**config.mk**
```make
export PLATFORM = sky130hd
export DESIGN_NAME = ast_packet_source_flat
export DESIGN_NICKNAME = d
export VERILOG_FILES = /design/src/rtl/ast_packet_source_pkg.sv /design/src/rtl/ast_packet_source_if.sv /design/src/rtl/ast_packet_source.sv /design/src/flat_wrapper.sv
export SDC_FILE = /design/constraint.sdc
export NUM_CORES = 1
export LEC_CHECK = 0
export ABC_AREA = 1
export BUFFER_PORTS_ARGS = -buffer_cell sky130_fd_sc_hd__buf_4
export CAP_MARGIN = 20
export CORE_ASPECT_RATIO = 0.9
export CORE_UTILIZATION = 60
export DETAILED_ROUTE_END_ITERATION = 8
export PLACE_DENSITY = 0.86
export SETUP_SLACK_MARGIN = 0.5
export SYNTH_ARGS = -nofsm -noshare
export SYNTH_HDL_FRONTEND = slang
export SYNTH_SLANG_ARGS = --single-unit
```
**constraint.sdc**
```tcl
create_clock -name clk_i -period 6.8 [get_ports clk_i]
set_input_delay 1.02 -clock clk_i [delete_from_list [all_inputs] [get_ports clk_i]]
set_output_delay 1.02 -clock clk_i [all_outputs]
set_load 0.05 [all_outputs]
```
**src/rtl/ast_packet_source_pkg.sv**
```systemverilog
// Shared types, sizing constants and helpers for the Avalon-ST packet source.
package ast_packet_source_pkg;

  localparam int unsigned AST_DWIDTH    = 64;
  localparam int unsigned BITS_PER_SYMB = 8;
  localparam int unsigned CHANNEL_WIDTH = 1;
  localparam int unsigned LEN_WIDTH     = 16;
  localparam int unsigned MAX_PKT_LEN   = 1514;
  localparam int unsigned BYTES         = AST_DWIDTH / BITS_PER_SYMB;
  localparam int unsigned EMPTY_W       = (BYTES > 1) ? $clog2(BYTES) : 1;

  typedef enum logic {IDLE = 1'b0, SEND = 1'b1} state_t;
  typedef enum logic {INC = 1'b0, CONST = 1'b1} mode_t;

  function automatic int unsigned bytes_per_word(input int unsigned dwidth,
                                                 input int unsigned bits_per_symb);
    return dwidth / bits_per_symb;
  endfunction

  function automatic int unsigned words_for_len(input int unsigned len,
                                                input int unsigned bytes);
    return (len + bytes - 1) / bytes;
  endfunction

endpackage

```
**src/rtl/ast_packet_source_if.sv**
```systemverilog
// Avalon-ST streaming bus with source and sink views (readyLatency 0).
interface avalon_st_if #(
  parameter int unsigned DATA_W    = 64,
  parameter int unsigned EMPTY_W   = 3,
  parameter int unsigned CHANNEL_W = 1
);
  logic [DATA_W-1:0]    data;
  logic                 valid;
  logic                 ready;
  logic                 startofpacket;
  logic                 endofpacket;
  logic [EMPTY_W-1:0]   empty;
  logic [CHANNEL_W-1:0] channel;

  modport src (output data, valid, startofpacket, endofpacket, empty, channel,
               input  ready);
  modport snk (input  data, valid, startofpacket, endofpacket, empty, channel,
               output ready);
endinterface

```
**src/rtl/ast_packet_source.sv**
```systemverilog
// Avalon-ST packet generator: takes one length/pattern command at a time and
// streams a framed packet of incrementing or constant bytes.
module ast_packet_source
  import ast_packet_source_pkg::*;
#(
  parameter int unsigned AST_DWIDTH    = 64,
  parameter int unsigned BITS_PER_SYMB = 8,
  parameter int unsigned CHANNEL_WIDTH = 1,
  parameter int unsigned LEN_WIDTH     = 16,
  parameter int unsigned MAX_PKT_LEN   = 1514
) (
  input  logic                     clk_i,
  input  logic                     arst_n_i,
  input  logic                     cmd_valid_i,
  output logic                     cmd_ready_o,
  input  logic [LEN_WIDTH-1:0]     cmd_len_i,
  input  logic [CHANNEL_WIDTH-1:0] cmd_channel_i,
  input  logic                     cmd_mode_i,
  input  logic [7:0]               cmd_seed_i,
  avalon_st_if.src                 src_if,
  output logic                     busy_o,
  output logic                     cmd_err_o,
  output logic [15:0]              pkt_cnt_o
);

  localparam int unsigned NBYTES   = bytes_per_word(AST_DWIDTH, BITS_PER_SYMB);
  localparam int unsigned EMPTY_WL = (NBYTES > 1) ? $clog2(NBYTES) : 1;

  state_t                   state_q, state_d;
  mode_t                    mode_q, mode_d;
  logic [LEN_WIDTH-1:0]     len_q, len_d;
  logic [LEN_WIDTH-1:0]     words_q, words_d;
  logic [LEN_WIDTH-1:0]     wcnt_q, wcnt_d;
  logic [7:0]               seed_q, seed_d;
  logic [7:0]               base_q, base_d;
  logic [CHANNEL_WIDTH-1:0] chan_q, chan_d;
  logic                     valid_q, valid_d;
  logic                     sop_q, sop_d;
  logic                     eop_q, eop_d;
  logic [AST_DWIDTH-1:0]    data_q, data_d;
  logic [EMPTY_WL-1:0]      empty_q, empty_d;
  logic                     err_q, err_d;
  logic [15:0]              pkt_cnt_q, pkt_cnt_d;

  // Beat builder inputs: the fresh command while idle, the next word while sending
  logic                     sel_cmd;
  logic                     cmd_legal;
  logic [LEN_WIDTH-1:0]     b_len, b_words, b_w;
  logic [7:0]               b_base, b_seed;
  mode_t                    b_mode;
  logic [AST_DWIDTH-1:0]    b_data;
  logic                     b_sop, b_eop;
  logic [EMPTY_WL-1:0]      b_empty;

  assign sel_cmd   = (state_q == IDLE);
  assign cmd_legal = (cmd_len_i != '0) && (32'(cmd_len_i) <= MAX_PKT_LEN);
  assign b_len     = sel_cmd ? cmd_len_i : len_q;
  assign b_words   = sel_cmd ? LEN_WIDTH'(words_for_len(32'(cmd_len_i), NBYTES)) : words_q;
  assign b_w       = sel_cmd ? '0 : LEN_WIDTH'(wcnt_q + LEN_WIDTH'(1));
  assign b_base    = sel_cmd ? cmd_seed_i : 8'(base_q + 8'(NBYTES));
  assign b_seed    = sel_cmd ? cmd_seed_i : seed_q;
  assign b_mode    = sel_cmd ? mode_t'(cmd_mode_i) : mode_q;

  // Lane 0 is the most significant symbol; lanes past the packet end read zero
  always_comb begin
    b_data = '0;
    for (int unsigned lane = 0; lane < NBYTES; lane++) begin
      if ((32'(b_w) * NBYTES + lane) < 32'(b_len)) begin
        b_data[AST_DWIDTH-1-lane*BITS_PER_SYMB -: BITS_PER_SYMB] =
          BITS_PER_SYMB'((b_mode == CONST) ? b_seed : 8'(b_base + 8'(lane)));
      end
    end
    b_sop   = (b_w == '0);
    b_eop   = (b_w == LEN_WIDTH'(b_words - LEN_WIDTH'(1)));
    b_empty = b_eop ? EMPTY_WL'(32'(b_words) * NBYTES - 32'(b_len)) : '0;
  end

  // Next-state and output-register logic
  always_comb begin
    state_d   = state_q;
    mode_d    = mode_q;
    len_d     = len_q;
    words_d   = words_q;
    wcnt_d    = wcnt_q;
    seed_d    = seed_q;
    base_d    = base_q;
    chan_d    = chan_q;
    valid_d   = valid_q;
    sop_d     = sop_q;
    eop_d     = eop_q;
    data_d    = data_q;
    empty_d   = empty_q;
    err_d     = 1'b0;
    pkt_cnt_d = pkt_cnt_q;

    unique case (state_q)
      IDLE: begin
        if (cmd_valid_i) begin
          if (cmd_legal) begin
            state_d = SEND;
            mode_d  = b_mode;
            len_d   = cmd_len_i;
            words_d = b_words;
            wcnt_d  = '0;
            seed_d  = cmd_seed_i;
            base_d  = cmd_seed_i;
            chan_d  = cmd_channel_i;
            valid_d = 1'b1;
            sop_d   = b_sop;
            eop_d   = b_eop;
            data_d  = b_data;
            empty_d = b_empty;
          end else begin
            err_d = 1'b1;
          end
        end
      end
      SEND: begin
        if (src_if.ready) begin
          if (eop_q) begin
            state_d   = IDLE;
            valid_d   = 1'b0;
            sop_d     = 1'b0;
            eop_d     = 1'b0;
            data_d    = '0;
            empty_d   = '0;
            chan_d    = '0;
            pkt_cnt_d = 16'(pkt_cnt_q + 16'd1);
          end else begin
            wcnt_d  = b_w;
            base_d  = b_base;
            sop_d   = b_sop;
            eop_d   = b_eop;
            data_d  = b_data;
            empty_d = b_empty;
          end
        end
      end
      default: state_d = IDLE;
    endcase
  end

  always_ff @(posedge clk_i or negedge arst_n_i) begin
    if (!arst_n_i) begin
      state_q   <= IDLE;
      mode_q    <= INC;
      len_q     <= '0;
      words_q   <= '0;
      wcnt_q    <= '0;
      seed_q    <= '0;
      base_q    <= '0;
      chan_q    <= '0;
      valid_q   <= 1'b0;
      sop_q     <= 1'b0;
      eop_q     <= 1'b0;
      data_q    <= '0;
      empty_q   <= '0;
      err_q     <= 1'b0;
      pkt_cnt_q <= '0;
    end else begin
      state_q   <= state_d;
      mode_q    <= mode_d;
      len_q     <= len_d;
      words_q   <= words_d;
      wcnt_q    <= wcnt_d;
      seed_q    <= seed_d;
      base_q    <= base_d;
      chan_q    <= chan_d;
      valid_q   <= valid_d;
      sop_q     <= sop_d;
      eop_q     <= eop_d;
      data_q    <= data_d;
      empty_q   <= empty_d;
      err_q     <= err_d;
      pkt_cnt_q <= pkt_cnt_d;
    end
  end

  assign src_if.data          = data_q;
  assign src_if.valid         = valid_q;
  assign src_if.startofpacket = sop_q;
  assign src_if.endofpacket   = eop_q;
  assign src_if.empty         = empty_q;
  assign src_if.channel       = chan_q;
  assign cmd_ready_o          = (state_q == IDLE);
  assign busy_o               = (state_q == SEND);
  assign cmd_err_o            = err_q;
  assign pkt_cnt_o            = pkt_cnt_q;

endmodule
```
**src/flat_wrapper.sv**
```systemverilog
// flat-port wrapper written by rule: the top's interface ports become plain ports
module ast_packet_source_flat import ast_packet_source_pkg::*;
#(
  parameter int unsigned AST_DWIDTH    = 64,
  parameter int unsigned BITS_PER_SYMB = 8,
  parameter int unsigned CHANNEL_WIDTH = 1,
  parameter int unsigned LEN_WIDTH     = 16,
  parameter int unsigned MAX_PKT_LEN   = 1514
)
  (clk_i, arst_n_i, cmd_valid_i, cmd_ready_o, cmd_len_i, cmd_channel_i, cmd_mode_i, cmd_seed_i, busy_o, cmd_err_o, pkt_cnt_o, src_if_data, src_if_valid, src_if_startofpacket, src_if_endofpacket, src_if_empty, src_if_channel, src_if_ready);
  avalon_st_if src_if_i ();
  input  logic clk_i;
  input  logic arst_n_i;
  input  logic cmd_valid_i;
  output logic cmd_ready_o;
  input  logic [LEN_WIDTH-1:0] cmd_len_i;
  input  logic [CHANNEL_WIDTH-1:0] cmd_channel_i;
  input  logic cmd_mode_i;
  input  logic [7:0] cmd_seed_i;
  output logic busy_o;
  output logic cmd_err_o;
  output logic [15:0] pkt_cnt_o;
  output wire logic [$bits(src_if_i.data)-1:0] src_if_data;
  output wire logic [$bits(src_if_i.valid)-1:0] src_if_valid;
  output wire logic [$bits(src_if_i.startofpacket)-1:0] src_if_startofpacket;
  output wire logic [$bits(src_if_i.endofpacket)-1:0] src_if_endofpacket;
  output wire logic [$bits(src_if_i.empty)-1:0] src_if_empty;
  output wire logic [$bits(src_if_i.channel)-1:0] src_if_channel;
  input wire logic [$bits(src_if_i.ready)-1:0] src_if_ready;
  assign src_if_data = src_if_i.data;
  assign src_if_valid = src_if_i.valid;
  assign src_if_startofpacket = src_if_i.startofpacket;
  assign src_if_endofpacket = src_if_i.endofpacket;
  assign src_if_empty = src_if_i.empty;
  assign src_if_channel = src_if_i.channel;
  assign src_if_i.ready = src_if_ready;
  ast_packet_source #(.AST_DWIDTH(AST_DWIDTH), .BITS_PER_SYMB(BITS_PER_SYMB), .CHANNEL_WIDTH(CHANNEL_WIDTH), .LEN_WIDTH(LEN_WIDTH), .MAX_PKT_LEN(MAX_PKT_LEN)) u_core (.clk_i(clk_i), .arst_n_i(arst_n_i), .cmd_valid_i(cmd_valid_i), .cmd_ready_o(cmd_ready_o), .cmd_len_i(cmd_len_i), .cmd_channel_i(cmd_channel_i), .cmd_mode_i(cmd_mode_i), .cmd_seed_i(cmd_seed_i), .src_if(src_if_i), .busy_o(busy_o), .cmd_err_o(cmd_err_o), .pkt_cnt_o(pkt_cnt_o));
endmodule
```
==> flow_metrics.tcl, run 1 <==
set metrics [dict create \
    seq_area_frac_synth_pct 38.0 \
    hold_violations 0 \
    cts_setup_buffers 0 \
    fin_crit_sh_pct 60.5 \
    dp_cells 1700 \
    yosysWarnings 0 \
    cpMaxStageDelayCell "nor4_2" \
    finalSetupTns_ns 0 \
    regArea_um2 3850 \
    rr_startpoint "u_core.wcnt_q[0]$_DFFE_PN0P_" \
    die_y_um 125 \
    cts_tree "done" \
    wl_per_cell_um 17.3 \
    worst_setup_path_end_kind "flop" \
    worstPathArrival_ns 4.42 \
    fin_util_pct 72.0 \
    final_area_um2 11800 \
    synth-edff-count 0 \
    async_flop_share_pct 100 \
    antenna_cells 0 \
    reg2reg_setup_slack_ns 2.68 \
    hold_end "u_core.len_q[13]$_DFFE_PN0P_" \
    ff2ff_path_depth 22 \
    fmaxAchievable_mhz 243 \
    clockBufferDepth 2 \
    clk_pin_slew_ns 0.07 \
    finClkSkew_ns 0.0128 \
    die_area_um2 17400 \
    slew_headroom_pct 44.1 \
    fin_crit_ns 4.12 \
    dpl_cell_area_um2 11200 \
    routed_wl_mm 30.0 \
    drt_iter0_markers 1064 \
    fillers 1335 \
    status "finished, violations left" \
    path_max_fanout 6 \
    r2r_end "u_core.src_if.data[14]$_DFFE_PN0P_" \
    post-dp-hpwl_mm 21.9 \
    ant_nets 0 \
    via_per_inst 5.80 \
    ctsHoldBuffers 0 \
    critPathMaxStageDelay_ns 0.42 \
    numCtsBuffers 17 \
    worst_slew_pin_slew_ns 0.838 \
    netlist_instances 1404 \
    core_area_um2 16400 \
    nets 1573 \
    grt_usage_pct 35.4 \
    drive_gt1_share_pct 18.0 \
    grt_pass1_vias 9101 \
    hold_depth 2 \
    grt_pass1_wl_mm 48.2 \
    io_pins 120 \
    initial_core_util_pct 62.0 \
    violations "design-rule violations" \
    startpoint_type "flop" \
    place.gp.congestion 0.968 \
    ys_types 52 \
    remaining_drc_errors 6 \
    yosysTopAreaCellShare_pct 38.0 \
    gr-total-overflow 0 \
    final_cell_mix "nand2_1, inv_1, dfrtp_1" \
    die-width_um 139 \
    rsz0062_at_grt "no" \
    multi_input_area_um2 5480 \
    crit_path_cell_trace "ha_1, nand2_1, inv_1, nand3_1, nor2_1, nand2_1, nor2_2, nand2_1, nor2_1, nand3_1, nand3_1, inv_1, ha_1, nand2_1, nor3_1, inv_1, nor4_2, nand2_1, nand2_1, inv_1, o311ai_0, nand2_1" \
    crit_buf_inv 4 \
    port_buffers 119 \
    htree_levels 4 \
    fin_cells 1732 \
    post_cts_resize_count 0 \
    critPathRequiredTime_ns 7.11 \
    cp_top_family "simple AND/OR/NAND/NOR gates" \
    synth_top_area_cell "dfrtp_1" \
    setup_viol 0 \
    cts_num_sinks 154 \
    dp_slack_ns 2.66 \
    firstDrtPassIters 9 \
    cts_root_buf "clkbuf_16" \
    slew_violations 0 \
    ys.flop_type "dfrtp_1" \
    synth_nets 1465 \
    maxCapViolations 0 \
    syn2layout_area_growth_pct 16.1 \
    layout_setup_ws_ns 2.68 \
    grt_max_degree 88 \
    crit_path_frequent_cell "nand2_1" \
    power_density_nw_per_um2 339 \
    worstSkewPairLatency_ns 0.43 \
    dr_total_vias 10000 \
    hold_start "u_core.len_q[13]$_DFFE_PN0P_" \
    hold_path.class "flop to flop" \
    fp-row-count 44 \
    final_common_cell "nand2_1" \
    netlist_area_um2 10100 \
    crit_type "flop to flop" \
    synth_seq_cells 154 \
    ir_drop_uv 213 \
    antenna_found_initial 0 \
    synth.area.top_cells "dfrtp_1, nand2_1, o21ai_0" \
    p_leak_nw 6.14 \
    avgSynthCellArea_um2 7.22 \
]
[kinds of logic (layout without fill, tap and decap cells)]
kind of cell / after synthesis / count (layout) / synth area share [%]
adder cells (fa/ha/maj): 31 / 31 / 3.83
buffers and inverters: 207 / 328 / 7.92
AO/OA/AOI/OAI: 238 / 238 / 13.7
AND/OR/NAND/NOR: 746 / 746 / 33.9
multiplexers: 2 / 2 / 0.210
flip-flops: 154 / 154 / 38.0
XOR/XNOR: 26 / 26 / 2.39
[registers in the layout, indices dropped and copies added, names as in the netlist]
name,cells
u_core.src_if.endofpacket,1
u_core.busy_o,1
u_core.src_if.valid,1
u_core.src_if.startofpacket,1
u_core.wcnt_q,16
u_core.cmd_err_o,1
u_core.src_if.empty,3
u_core.base_q,8
u_core.src_if.channel,1
u_core.seed_q,8
u_core.len_q,16
u_core.words_q,16
u_core.src_if.data,64
u_core.mode_q,1
u_core.pkt_cnt_o,16
[synth_stat cells, types with 14 or more instances]
cell type and n:
nand3_2 15, nand2_2 27, o31ai_1 16, nor3_1 16, nor2_1 82, dfrtp_1 154
clkbuf_1 27, xor2_1 14, inv_1 153, nand3_1 91, nand2_1 432, nand4_1 28
o21ai_0 142, a21oi_1 30, nor2_2 16, inv_2 14, ha_1 31
[power by group]
part,switching [mW],internal [mW],leakage [nW]
combinational,1.18,0.486,3.85
sequential,0.183,1.18,2.00
clock,0.434,0.520,0.280
total,1.80,2.19,6.14
[through the flow]
stage | hold slack (ns) | total power [mW]
after global routing | 0.491 | 4.16
final | 0.470 | 3.99
after floorplan | 0.431 | 2.49
after detailed placement | 0.453 | 3.02
after global placement | 0.445 | 3.00
after CTS | 0.471 | 3.98
[final cells by class]
class	instances	share of cell area (%)
Multi-Input combinational cell	1043	46.6
Sequential cell	154	32.7
Timing Repair Buffer	128	8.19
Inverter	168	5.36
Clock buffer	18	3.65
Tap cell	207	2.20
Clock inverter	14	1.29
[tightest hold or removal path: cells and delay by family, from the launching register on]
kind          cells  cell delay, ns
flops             1            0.35
buf+inv           1            0.04
simple gates      1            0.05
[worst max-delay path by stage]
| stage | end | start | cells after the start |
|---|---|---|---|
| floorplan | u_core.src_if.data[40]$_DFFE_PN0P_ | u_core.busy_o$_DFF_PN0_ | 17 |
| global placement | u_core.src_if.empty[1]$_DFFE_PN0P_ | cmd_len_i[14] | 16 |
| detailed placement | u_core.src_if.empty[1]$_DFFE_PN0P_ | cmd_len_i[3] | 18 |
| CTS | u_core.src_if.data[14]$_DFFE_PN0P_ | u_core.wcnt_q[0]$_DFFE_PN0P_ | 22 |
| global route | u_core.src_if.data[14]$_DFFE_PN0P_ | u_core.wcnt_q[1]$_DFFE_PN0P_ | 22 |
| finish | u_core.src_if.data[14]$_DFFE_PN0P_ | u_core.wcnt_q[0]$_DFFE_PN0P_ | 22 |
[routing by layer]
layer  global-route usage (%)  vias up  routed length [µm]
met4                     9.22        0                 434
met5                        0        -                   0
li1                         -     4804                   -
met2                     53.0      516               13100
met3                     8.35       31                3210
met1                     51.4     4698               13200
(Power assumes the default switching activity.)
==> inputs of run 2 (changes only) <==
--- a/config.mk
+++ b/config.mk
@@ -9,9 +9,9 @@
 export BUFFER_PORTS_ARGS = -buffer_cell sky130_fd_sc_hd__buf_4
 export CAP_MARGIN = 20
 export CORE_ASPECT_RATIO = 0.9
-export CORE_UTILIZATION = 60
+export CORE_UTILIZATION = 54
 export DETAILED_ROUTE_END_ITERATION = 8
-export PLACE_DENSITY = 0.86
+export PLACE_DENSITY = 0.82
 export SETUP_SLACK_MARGIN = 0.5
 export SYNTH_ARGS = -nofsm -noshare
 export SYNTH_HDL_FRONTEND = slang
==> constraint.sdc (replaced) <==
create_clock -name clk_i -period 3.3 [get_ports clk_i]
set_input_delay 0.495 -clock clk_i [delete_from_list [all_inputs] [get_ports clk_i]]
set_output_delay 0.495 -clock clk_i [all_outputs]
set_load 0.05 [all_outputs]
==> run 2 against run 1 <==
Net effect:
- via count increased by 3.9%
- critical path depth unchanged
- the flow now finishes without violations
- largest power group unchanged
- non-clock buffer count up 70
- register-to-register slack lost 2.7 ns
- global-route usage decreased by 1.8 points
- utilization decreased by 1.9 points
==> flow_metrics.tcl, run 2 (same netlist as run 1, synthesis figures left out) <==
set metrics [dict create \
    dp_slack_ns -0.154 \
    power_mw 8.48 \
    maxCapViolations 0 \
    critPathRequiredTime_ns 3.63 \
    p_int_mw 4.61 \
    slew_violations 0 \
    path_max_fanout 4 \
    grt_pass1_vias 9957 \
    syn2layout_area_growth_pct 27.3 \
    dr_total_vias 10400 \
    cts_num_sinks 154 \
    fin_util_pct 70.1 \
    hold_violations 0 \
    final_common_cell "nand2_1" \
    holdWs_ns 0.264 \
    hold_path.class "primary input to flop" \
    io_pins 120 \
    antenna_cells 0 \
    swShare_pct 45.7 \
    worst_setup_path_end_kind "flop" \
    fin_crit_sh_pct 99.2 \
    pwr-share-comb_pct 42.5 \
    clockBufferDepth 2 \
    place.gp.congestion 0.997 \
    power_density_nw_per_um2 658 \
    worst_slew_pin_slew_ns 0.804 \
    status "finished clean" \
    p_seq_share_pct 33.6 \
    ir_drop_uv 503 \
    initial_core_util_pct 55.1 \
    final_area_um2 12900 \
    worstPathArrival_ns 3.60 \
    drive_gt1_share_pct 25.8 \
    rsz0062_at_grt "yes" \
    numCtsBuffers 17 \
    fin_cells 1840 \
    routed_wl_mm 31.8 \
    wl_per_cell_um 17.3 \
    critPathMaxStageDelay_ns 0.39 \
    fin_crit_ns 3.27 \
    crit_path_frequent_cell "nand2_2" \
    ant_nets 0 \
    fmaxAchievable_mhz 306 \
    layout_setup_ws_ns 0.0269 \
    switchingPower_mw 3.88 \
    cpMaxStageDelayCell "nor4_4" \
    regArea_um2 3850 \
    dp_cells 1775 \
    fp-row-count 47 \
    port_buffers 119 \
    largest_register_ffs 64 \
    die-width_um 146 \
    finClkSkew_ns 0.0146 \
    multi_input_area_um2 5920 \
    antenna_found_initial 0 \
    die_y_um 132 \
    die_area_um2 19300 \
    htree_levels 4 \
    fillers 1524 \
    gr-total-overflow 0 \
    p_leak_nw 6.62 \
    crit_path_cell_trace "ha_2, nand2_2, inv_2, nand3_4, nor2_4, nand2_2, nor2_4, nand2_4, nor2_4, nand3_2, nand3_2, inv_2, ha_4, nand2_2, nor3_2, buf_4, inv_6, nor4_4, nand2_2, nand2_4, inv_6, a22o_1" \
    clk_pin_slew_ns 0.07 \
    finalSetupTns_ns 0 \
    worstSkewPairLatency_ns 0.44 \
    final_cell_mix "nand2_1, buf_4, dfrtp_1" \
    core_area_um2 18400 \
    via_per_inst 5.68 \
    crit_type "flop to flop" \
    nets 1643 \
    firstDrtPassIters 6 \
    drt_iter0_markers 1288 \
    grt_pass1_wl_mm 51.4 \
    cts_tree "done" \
    slew_headroom_pct 46.2 \
    grt_usage_pct 33.6 \
    post-dp-hpwl_mm 23.0 \
    setup_viol 0 \
    cts_root_buf "clkbuf_16" \
    dpl_cell_area_um2 11600 \
    remaining_drc_errors 0 \
    grt_max_degree 80 \
    p_clk_share_pct 23.8 \
    startpoint_type "flop" \
]
==> run 2: changes by cell type in the layout (fill, tap and decap cells not counted), moves of 7 or more <==
cell | previous run | this run
buf_4 | 127 | 185
o21ai_0 | 141 | 108
o21ai_1 | 7 | 25
nand2_1 | 432 | 417
o21ai_2 | 4 | 18
nand2_2 | 27 | 36
nor2_4 | 12 | 21
o31ai_1 | 16 | 7
inv_1 | 153 | 146
==> run 2: layer usage <==
| layer | share of wire [%] | wire (µm) | global-route usage [%] | vias up |
|---|---|---|---|---|
| li1 | - | - | - | 4943 |
| met2 | 43 | 13600 | 48.7 | 516 |
| met1 | 45 | 14300 | 49.6 | 4915 |
| met4 | 2.9 | 923 | 11.1 | 0 |
| met3 | 9.5 | 3040 | 7.34 | 71 |
| met5 | 0 | 0 | 0 | - |
==> run 2: final cells by class <==
type / count / area share, %
multi-input combinational: 1043 / 45.9
sequential: 154 / 29.9
timing repair buffer: 198 / 12.2
inverter: 168 / 5.00
clock buffer: 17 / 3.30
tap: 245 / 2.38
clock inverter: 15 / 1.37
==> run 2: path summary, 6_finish.rpt <==
check,cells after the start,endpoint,startpoint,slack [ns]
min in group asynchronous,2,u_core.len_q[3]$_DFFE_PN0P_,arst_n_i,0.54
min,3,u_core.seed_q[0]$_DFFE_PN0P_,cmd_seed_i[0],0.26
max reg2reg,22,u_core.src_if.data[9]$_DFFE_PN0P_,u_core.wcnt_q[1]$_DFFE_PN0P_,0.03
max,22,u_core.src_if.data[9]$_DFFE_PN0P_,u_core.wcnt_q[1]$_DFFE_PN0P_,0.03
min reg2reg,2,u_core.len_q[14]$_DFFE_PN0P_,u_core.len_q[14]$_DFFE_PN0P_,0.47
max in group asynchronous,3,u_core.words_q[9]$_DFFE_PN0P_,arst_n_i,1.94
==> run 2: critical path, delay by kind of cell, from the launching register on <==
kind,cells,cell delay [ns]
simple gates,14,1.72
fa+ha+maj,2,0.46
buf+inv,5,0.41
flops,1,0.37
compound gates,1,0.18
==> run 2: power by group through the flow <==
stage               logic, mW  clock network (mW)  registers, mW
floorplan                1.04                   0           4.11
global placement         3.38                   0           2.83
detailed placement       3.44                   0           2.85
CTS                      3.54                2.04           2.84
global route             3.85                2.10           2.91
finish                   3.61                2.02           2.85
==> run 2: timing repair <==
action	CTS	global route
hold buffers	1	0
hold endpoints to repair	30	0
resized for setup	82	45
setup endpoints to repair	65	71
gates cloned	0	0
pin swaps	25	29
buffers inserted	23	9
==> inputs of run 3 (changes only) <==
--- a/config.mk
+++ b/config.mk
@@ -5,10 +5,10 @@
 export SDC_FILE = /design/constraint.sdc
 export NUM_CORES = 1
 export LEC_CHECK = 0
-export ABC_AREA = 1
 export BUFFER_PORTS_ARGS = -buffer_cell sky130_fd_sc_hd__buf_4
 export CAP_MARGIN = 20
 export CORE_ASPECT_RATIO = 0.9
+export CORE_MARGIN = 2
 export CORE_UTILIZATION = 54
 export DETAILED_ROUTE_END_ITERATION = 8
 export PLACE_DENSITY = 0.82
==> run 3 against run 2 <==
Net effect:
- the flow now finishes with violations (negative setup slack)
- sequential cell count unchanged
- cell count down 14%
- routed wire length grew 15%
- hold slack worse by 0.23 ns
- fmax fell by 3.6%
- sequential share of layout area shrank 1.9 points
- critical path depth down 3
- total power is 26% higher
- critical path type unchanged
- highest routed layer unchanged
==> flow_metrics.tcl, run 3 <==
set metrics [dict create \
    status "finished, violations left" \
    violations "negative setup slack" \
    netlist_area_um2 9920 \
    die_area_um2 19500 \
    slew_violations 0 \
    nets 1383 \
    cts_num_sinks 154 \
    die-width_um 147 \
    worstSkewPairLatency_ns 0.44 \
    fp-row-count 47 \
    startpoint "u_core.wcnt_q[1]$_DFFE_PN0P_" \
    fin_crit_ns 3.40 \
    rr_startpoint "u_core.wcnt_q[1]$_DFFE_PN0P_" \
    grtUsageMet3_pct 8.28 \
    maxCapViolations 0 \
    numCtsBuffers 17 \
    fmaxAchievable_mhz 294 \
    post-dp-hpwl_mm 21.1 \
    cts_tree "done" \
    synthMostInstantiatedCell "dfrtp_1" \
    largest_register_ffs 64 \
    finalSetupTns_ns -2.04 \
    fin_cells 1580 \
    core_area_um2 18200 \
    initial_core_util_pct 54.6 \
    fin_crit_sh_pct 103 \
    hold_violations 0 \
    netlist_instances 1057 \
    path_max_fanout 7 \
    reg2reg_setup_slack_ns -0.1 \
    critPathRequiredTime_ns 3.68 \
    synth_top_area_cell "dfrtp_1" \
    gr-total-overflow 0 \
    ir_drop_uv 724 \
    seq_area_frac_synth_pct 38.8 \
    power_density_nw_per_um2 776 \
    worst_slew_pin_slew_ns 0.779 \
    clk_pin_slew_ns 0.07 \
    dr_total_vias 10500 \
    synth.area.top_cells "dfrtp_1, nand2_1, xnor2_1" \
    slew_headroom_pct 48.1 \
    rsz0062_at_grt "yes" \
    grt_usage_pct 34.0 \
    remaining_drc_errors 0 \
    grt_pass1_wl_mm 52.8 \
    layout_setup_ws_ns -0.0966 \
    io_pins 120 \
    avgSynthCellArea_um2 9.38 \
    via_per_inst 6.63 \
    crit_type "flop to flop" \
    wl_per_cell_um 23.2 \
    use_met1_pct 44.2 \
    yosysTopAreaCellShare_pct 38.8 \
    fillers 1040 \
    worstPathArrival_ns 3.77 \
    htree_levels 4 \
    drt_iter0_markers 1473 \
    hold_path.class "primary input to async pin" \
    setup_viol 45 \
    synth_seq_cells 154 \
    yosysWarnings 0 \
    ff2ff_path_depth 19 \
    finClkSkew_ns 0.00920 \
    die_y_um 133 \
    grt-busiest-layer "met2" \
    antenna_found_initial 0 \
    grt_util_met2_pct 55.1 \
    async_flop_share_pct 100 \
    dp_cells 1499 \
    place.gp.congestion 0.939 \
    antenna_cells 0 \
    startpoint_type "flop" \
    syn2layout_area_growth_pct 39.1 \
    grt_max_degree 70 \
    clockBufferDepth 2 \
    r2r_end "u_core.src_if.data[31]$_DFFE_PN0P_" \
    worst_setup_path_end_kind "flop" \
    routed_wl_mm 36.7 \
    synth-edff-count 0 \
    final_area_um2 13800 \
    port_buffers 119 \
    p_leak_nw 6.45 \
    ys.flop_type "dfrtp_1" \
    cts_root_buf "clkbuf_16" \
    synth_nets 1118 \
    ys_types 91 \
    grt_pass1_vias 9880 \
    final_common_cell "buf_4" \
    final_cell_mix "buf_4, dfrtp_1, nand2_1" \
    dpl_cell_area_um2 12000 \
    ant_nets 0 \
    firstDrtPassIters 9 \
    synth.top_cells.by_count "dfrtp_1, nand2_1, nor2_1" \
    drive_gt1_share_pct 38.2 \
]
==> run 3: changes by cell type in the layout (fill, tap and decap cells not counted), sizes merged, moves of 21 or more <==
| cell | previous run | this run |
|---|---|---|
| a22o | 6 | 28 |
| a32o | 8 | 34 |
| and2 | 0 | 21 |
| buf | 197 | 312 |
| inv | 176 | 39 |
| mux2 | 1 | 28 |
| mux2i | 1 | 31 |
| nand2 | 463 | 148 |
| nand3 | 106 | 36 |
| nor2 | 112 | 60 |
| o21ai | 152 | 48 |
| xnor2 | 10 | 57 |
==> run 3: final cells by class <==
class | count | area [µm²] | area share [%]
multi-input cells | 803 | 6310 | 45.7
inverters | 34 | 135 | 0.979
clock buffers | 17 | 425 | 3.08
well taps | 245 | 307 | 2.22
clock inverters | 15 | 203 | 1.47
repair buffers | 312 | 2560 | 18.6
flip-flops and latches | 154 | 3860 | 28.0
==> run 3: worst max-delay path, stage by stage, from the launching register on <==
cell	delay (ns)
dfrtp_1	0.40
ha_2	0.20
and2_4	0.16
nand4_1	0.20
nor2_1	0.21
xor2_1	0.19
nand2_1	0.11
inv_2	0.07
ha_4	0.19
a21o_1	0.15
a21o_1	0.17
a21oi_2	0.12
buf_4	0.15
nand2_4	0.06
a21oi_4	0.15
nor2b_4	0.18
buf_6	0.14
and2_4	0.16
buf_12	0.12
a32o_1	0.18
==> run 3: power breakdown <==
part	internal [mW]	total, mW	switching, mW
Combinational	2.11	5.73	3.63
Sequential	2.41	2.84	0.425
Clock	1.22	2.14	0.919
Total	5.74	10.7	4.97
==> run 3: per-layer routing <==
metal	share of wire, %	vias to the layer above	routed length [µm]
met3	11	298	4060
met5	0	-	0
met4	7.5	0	2740
li1	-	4339	-
met2	45	889	16500
met1	37	4953	13400
==> run 3: worst max path at each step <==
| stage | to | cells after the start | slack, ns |
|---|---|---|---|
| 6_report | u_core.src_if.data[31]$_DFFE_PN0P_ | 19 | -0.1 |
| 5_1_grt | u_core.src_if.data[31]$_DFFE_PN0P_ | 19 | -0.19 |
| 4_1_cts | u_core.src_if.data[29]$_DFFE_PN0P_ | 19 | 0.1 |
| 3_5_place_dp | u_core.src_if.empty[1]$_DFFE_PN0P_ | 14 | -0.47 |
| 3_3_place_gp | u_core.src_if.empty[2]$_DFFE_PN0P_ | 12 | -0.32 |
| 2_1_floorplan | u_core.src_if.data[10]$_DFFE_PN0P_ | 21 | -0.32 |
==> run 3: what timing repair did <==
action | 4_1_cts | 5_1_grt
cloned | 1 | 0
pin swaps | 57 | 43
hold buffers | 0 | 0
setup endpoints to repair | 68 | 71
resized for setup | 96 | 62
setup buffers | 37 | 11
==> run 3: logic make-up after synthesis <==
kind of cell               share of synthesized area, %
adders and majority gates                          3.91
and+or+nand+nor                                    19.8
DFF                                                38.8
buffers and inverters                              4.67
AOI/OAI and AO/OA                                  18.4
muxes                                              6.31
xor gates and xnor gates                           8.03
==> run 3: through the flow <==
| step | hold WS (ns) | worst slack (ns) | utilization, % | power, mW |
|---|---|---|---|---|
| floorplan | 0.199 | -0.318 | - | 6.14 |
| global placement | 0.454 | -0.321 | 66.1 | 7.63 |
| detailed placement | 0.461 | -0.471 | 66.1 | 7.75 |
| CTS | 0.0830 | 0.0990 | 73.8 | 10.2 |
| global route | 0.0908 | -0.185 | 75.9 | 11.0 |
| finish | 0.0376 | -0.0966 | 75.9 | 10.7 |
